File: src/rtl/ifu_fetch.sv
// Instruction fetch unit: one read in flight, instruction handed to the
// decoder by valid/ready, then waits for the resolved next PC.
module ifu_fetch #(
   parameter int unsigned      WIDTH    = 32,
   parameter logic [WIDTH-1:0] RESET_PC = 32'h8000_0000
) (
   input  logic             clk,
   input  logic             rst_n,
   output logic             req_valid,
   input  logic             req_ready,
   output logic [WIDTH-1:0] req_addr,
   input  logic             resp_valid,
   input  logic [31:0]      resp_data,
   input  logic             resp_err,
   output logic             inst_valid,
   input  logic             inst_ready,
   output logic [31:0]      inst,
   output logic [WIDTH-1:0] pc,
   output logic             fetch_fault,
   input  logic             next_pc_valid,
   input  logic [WIDTH-1:0] next_pc,
   output logic [63:0]      fetch_cnt
);

   localparam logic [2:0] IDLE    = 3'd0;
   localparam logic [2:0] REQ     = 3'd1;
   localparam logic [2:0] RESP    = 3'd2;
   localparam logic [2:0] OUT     = 3'd3;
   localparam logic [2:0] WAIT_PC = 3'd4;

   logic [2:0]       state_q, state_d;
   logic [WIDTH-1:0] pc_q, pc_d;
   logic [31:0]      inst_q, inst_d;
   logic             fault_q, fault_d;
   logic [63:0]      cnt_q, cnt_d;
   logic             misalign;

   assign misalign = |pc_q[1:0];

   always_comb begin
      state_d = state_q;
      pc_d    = pc_q;
      inst_d  = inst_q;
      fault_d = fault_q;
      cnt_d   = cnt_q;
      unique case (state_q)
         IDLE: state_d = REQ;
         REQ: begin
            if (misalign) begin
               inst_d  = 32'h0;
               fault_d = 1'b1;
               state_d = OUT;
            end else if (req_ready) begin
               state_d = RESP;
            end
         end
         RESP: begin
            if (resp_valid) begin
               inst_d  = resp_data;
               fault_d = resp_err;
               state_d = OUT;
            end
         end
         OUT: begin
            if (inst_ready) begin
               cnt_d   = cnt_q + 64'd1;
               state_d = WAIT_PC;
            end
         end
         WAIT_PC: begin
            if (next_pc_valid) begin
               pc_d    = next_pc;
               state_d = REQ;
            end
         end
         default: state_d = IDLE;
      endcase
   end

   always_ff @(posedge clk) begin
      if (!rst_n) begin
         state_q <= IDLE;
         pc_q    <= RESET_PC;
         inst_q  <= 32'h0;
         fault_q <= 1'b0;
         cnt_q   <= 64'h0;
      end else begin
         state_q <= state_d;
         pc_q    <= pc_d;
         inst_q  <= inst_d;
         fault_q <= fault_d;
         cnt_q   <= cnt_d;
      end
   end

   // Handshake outputs are gated by rst_n so they drop the moment reset asserts
   assign req_valid   = rst_n && (state_q == REQ) && !misalign;
   assign req_addr    = pc_q;
   assign inst_valid  = rst_n && (state_q == OUT);
   assign inst        = inst_q;
   assign pc          = pc_q;
   assign fetch_fault = fault_q;
   assign fetch_cnt   = cnt_q;

endmodule
File: config.mk
export PLATFORM = sky130hd
export DESIGN_NAME = ifu_fetch
export DESIGN_NICKNAME = d
export VERILOG_FILES = /design/src/rtl/ifu_fetch.sv
export SDC_FILE = /design/constraint.sdc
export NUM_CORES = 1
export LEC_CHECK = 0
export ABC_AREA = 0
export CORE_MARGIN = 5
export CORE_UTILIZATION = 39
export CTS_CLUSTER_SIZE = 8
export DETAILED_ROUTE_END_ITERATION = 12
export GPL_ROUTABILITY_DRIVEN = 0
export HOLD_SLACK_MARGIN = 0.03
export PLACE_DENSITY = 0.87
export SLEW_MARGIN = 20
export SYNTH_ARGS = -nofsm -noshare
export SYNTH_HDL_FRONTEND = slang
export SYNTH_SLANG_ARGS = --single-unit
File: constraint.sdc
create_clock -name clk -period 2.19 [get_ports clk]
set_clock_uncertainty 0.2 [all_clocks]
set_input_delay 0.3285 -clock clk [delete_from_list [all_inputs] [get_ports clk]]
set_output_delay 0.3285 -clock clk [all_outputs]
set_load 0.05 [all_outputs]
==> metrics.md <==
| Metric | Value |
|---|---|
| Status | complete, but fails checks |
| Failing checks | setup timing |
| Post-synth ARST share | 0 |
| RSZ-0062 raised after global routing | yes |
| Count leader, synth | dfxtp_1 |
| Worst Reg-to-Reg Cells | 7 |
| Startpoint types | flip-flop |
| Max Cap Viol | 0 |
| Peak supply drop | 0.4503 mV |
| #FFs+latches synth | 132 |
| Worst Hold End | inst[16] |
| Sequential share of the synthesized area | 0.4562 |
| Reg2reg end | fetch_cnt[52] |
| Period Utilization, post-route | 1.006 |
| Hold Path Origin | inst[16] |
| Syn avg cell area | 8.102 µm² |
| Die Height | 131.9 µm |
| Leakage | 3.984 nW |
| DRC | 0 |
| Cell Count Post-Placement | 1128 |
| Vias in the first global route | 6020 |
| Drt total wl | 20.38 mm |
| Total number of vias | 6330 |
| Synth top area cells | dfxtp_1 46%, a21oi_1 8.0%, nand2_1 7.9%, nand3_1 5.0%, buf_4 4.1% |
| Core area | 0.01453 mm² |
| Sink Count | 132 |
| GR Overflow Total | 0 |
| Share of Yosys cell area claimed by the top area cell type | 0.4562 |
| Inserted Diodes | 0 |
| Initial antenna violation count | 1 |
| Worst-Skew Late Latency | 420 ps |
| Rows | 44 |
| Vias per cell | 5.355 |
| Synth Net Count | 787 |
| Tmin final | 2203 ps |
| Crit-path max FO | 7 |
| DRT Pass-1 Iters | 7 |
| Arr. time, crit path | 2350 ps |
| Yosys Warn Count | 0 |
| Pin count of the biggest net entering global routing | 52 |
| Share of cells above drive strength 1 | 0.2154 |
| Fin. Hold Viols | 0 |
| Initial Util | 0.3986 |
| Post-synth EDFFs | 0 |
| Setup violations, final | 1 |
| Reg2Reg Setup Slack | -10 ps |
| Gr usage total | 0.2130 |
| Layout Cells excl Fill | 1182 |
| Dominant synthesized flop cell | dfxtp_1 |
| Worst setup EP type | flip-flop |
| Critical path class | reg -> reg |
| Worst R2R Start | fetch_cnt[41] |
| Global-route wire length before repair | 30.86 mm |
| Clock transition at path regs | 60 ps |
| Post-route worst setup slack | -13.19 ps |
| Antenna-violating nets left | 0 |
| Hold path depth | 2 |
| Worst slew margin | 0.6365 |
| Max-slew violations | 0 |
| Worst Tran Pin Value | 543.5 ps |
| Tot Pwr | 6.282 mW |
| Hold Crit Class | reg -> reg |
| Clock root cell | clkbuf_16 |
| Area growth from synthesis to layout | 67.00% |
| Netlist cell types | 42 |
| Top cell type by total area after synthesis | dfxtp_1 |
| Die width | 131.9 µm |
| Synthesized cell area | 0.005793 mm² |
| P per Cell Area | 649.3 mW/mm² |
| Post-DP HPWL | 14.23 mm |
| WL/cell | 17.24 µm |
| Max Fclk | 453.9 MHz |
| TritonCTS clock tree | built |
| Synth cell count leaders | 132 x dfxtp_1, 122 x nand2_1, 93 x a21oi_1 |
| IO Count | 234 |
| Initial drt markers | 625 |
| Port bufs | 233 |
| Num CTS Buffers | 17 |
| Nets | 1057 |
| Syn Inst Count | 715 |
| WP data required | 2340 ps |
| Total die area | 0.01739 mm² |
| H-tree depth | 4 |
| Setup TNS | -13.19 ps |
| Clock buffer depth | 2 |
## kinds of logic (layout without fill, tap and decap cells)
| kind of cell | Yosys count | in the layout | share of synthesized area |
|---|---|---|---|
| and+or+nand+nor | 333 | 333 | 0.2924 |
| adders and majority gates | 1 | 1 | 0.002159 |
| AOI/OAI and AO/OA | 134 | 134 | 0.1248 |
| buffers and inverters | 84 | 367 | 0.07732 |
| xor gates and xnor gates | 30 | 30 | 0.04536 |
| DFF | 132 | 132 | 0.4562 |
| muxes | 1 | 1 | 0.001728 |
## placed cells by master, fill, tap and decap left out, drive strengths merged, types with 3 or more instances in the layout
| cell | instances |
|---|---|
| clkdlybuf4s50 | 166 |
| dfxtp | 132 |
| nand2 | 122 |
| buf | 97 |
| a21oi | 93 |
| nand3 | 58 |
| dlygate4sd2 | 46 |
| nor2 | 41 |
| nand4 | 30 |
| or3 | 23 |
| o21ai | 22 |
| clkbuf | 19 |
| xor2 | 18 |
| inv | 16 |
| dlymetal6s2s | 15 |
| nor4 | 13 |
| xnor2 | 12 |
| nor3 | 11 |
| and3 | 10 |
| or4 | 9 |
| o31ai | 7 |
| bufinv | 5 |
| nand2b | 4 |
| or2 | 3 |
| and4 | 3 |
| o211ai | 3 |
| clkinv | 3 |
## critical path, cell delays in order (launching register included)
cell and delay (ps):
dfxtp_2 370, nand4_1 220, buf_6 210, nor2_2 90, nand4_1 190, buf_4 210
or4_1 470, a21oi_1 170
## flip-flops by register name (all words and copies together) (netlist names)
register     flops
inst            32
pc              32
state_q          3
fetch_fault      1
fetch_cnt       64
## worst max-delay path by stage
| stage | to | from | slack, ps | cells past startpoint |
|---|---|---|---|---|
| after floorplan | req_valid | pc[0] | -60 | 2 |
| after global placement | fetch_cnt[50] | inst_ready | -360 | 7 |
| after detailed placement | fetch_cnt[58] | inst_ready | -460 | 6 |
| after CTS | fetch_cnt[49] | fetch_cnt[6] | -70 | 5 |
| after global routing | fetch_cnt[52] | fetch_cnt[41] | -120 | 7 |
| final | fetch_cnt[52] | fetch_cnt[41] | -10 | 7 |
## timing repair
action	4_1_cts	5_1_grt
gates cloned	0	1
setup buffers	1	20
setup endpoints to repair	65	41
resized for setup	54	48
pin swaps	3	22
hold buffers	0	0
## report_power, final
part | internal (mW) | switching, mW | total [mW]
clock | 2.14 | 1.12 | 3.25
sequential | 2.41 | 0.0210 | 2.43
combinational | 0.265 | 0.332 | 0.597
total | 4.81 | 1.47 | 6.28
## through the flow
step,utilization,cell area (µm²),hold slack [ps],setup WS [ps]
2_1_floorplan,-,5909,252.8,-61.04
3_3_place_gp,0.5954,8653,236.8,-358.3
3_5_place_dp,0.5954,8653,244.5,-456.9
4_1_cts,0.6417,9326,232.2,-69.33
5_1_grt,0.6656,9674,255.8,-122.7
6_report,0.6656,9674,248.4,-13.19
## metal layers
| metal | global-route usage | wire (µm) | vias up |
|---|---|---|---|
| li1 | - | - | 3020 |
| met1 | 0.2473 | 7785 | 2979 |
| met2 | 0.3658 | 10370 | 278 |
| met3 | 0.07405 | 1746 | 51 |
| met4 | 0.07086 | 465 | 2 |
| met5 | 0 | 13 | - |
## cell type report
| cell class | count | area, µm² |
|---|---|---|
| Sequential cell | 132 | 2745 |
| Fill cell | 1108 | 4860 |
| Tap cell | 184 | 230.2 |
| Clock inverter | 13 | 214.0 |
| Clock buffer | 19 | 464.2 |
| Timing Repair Buffer | 324 | 3068 |
| Inverter | 11 | 43.79 |
| Multi-Input combinational cell | 499 | 2909 |
No activity file was read; power rests on OpenSTA's default activity.
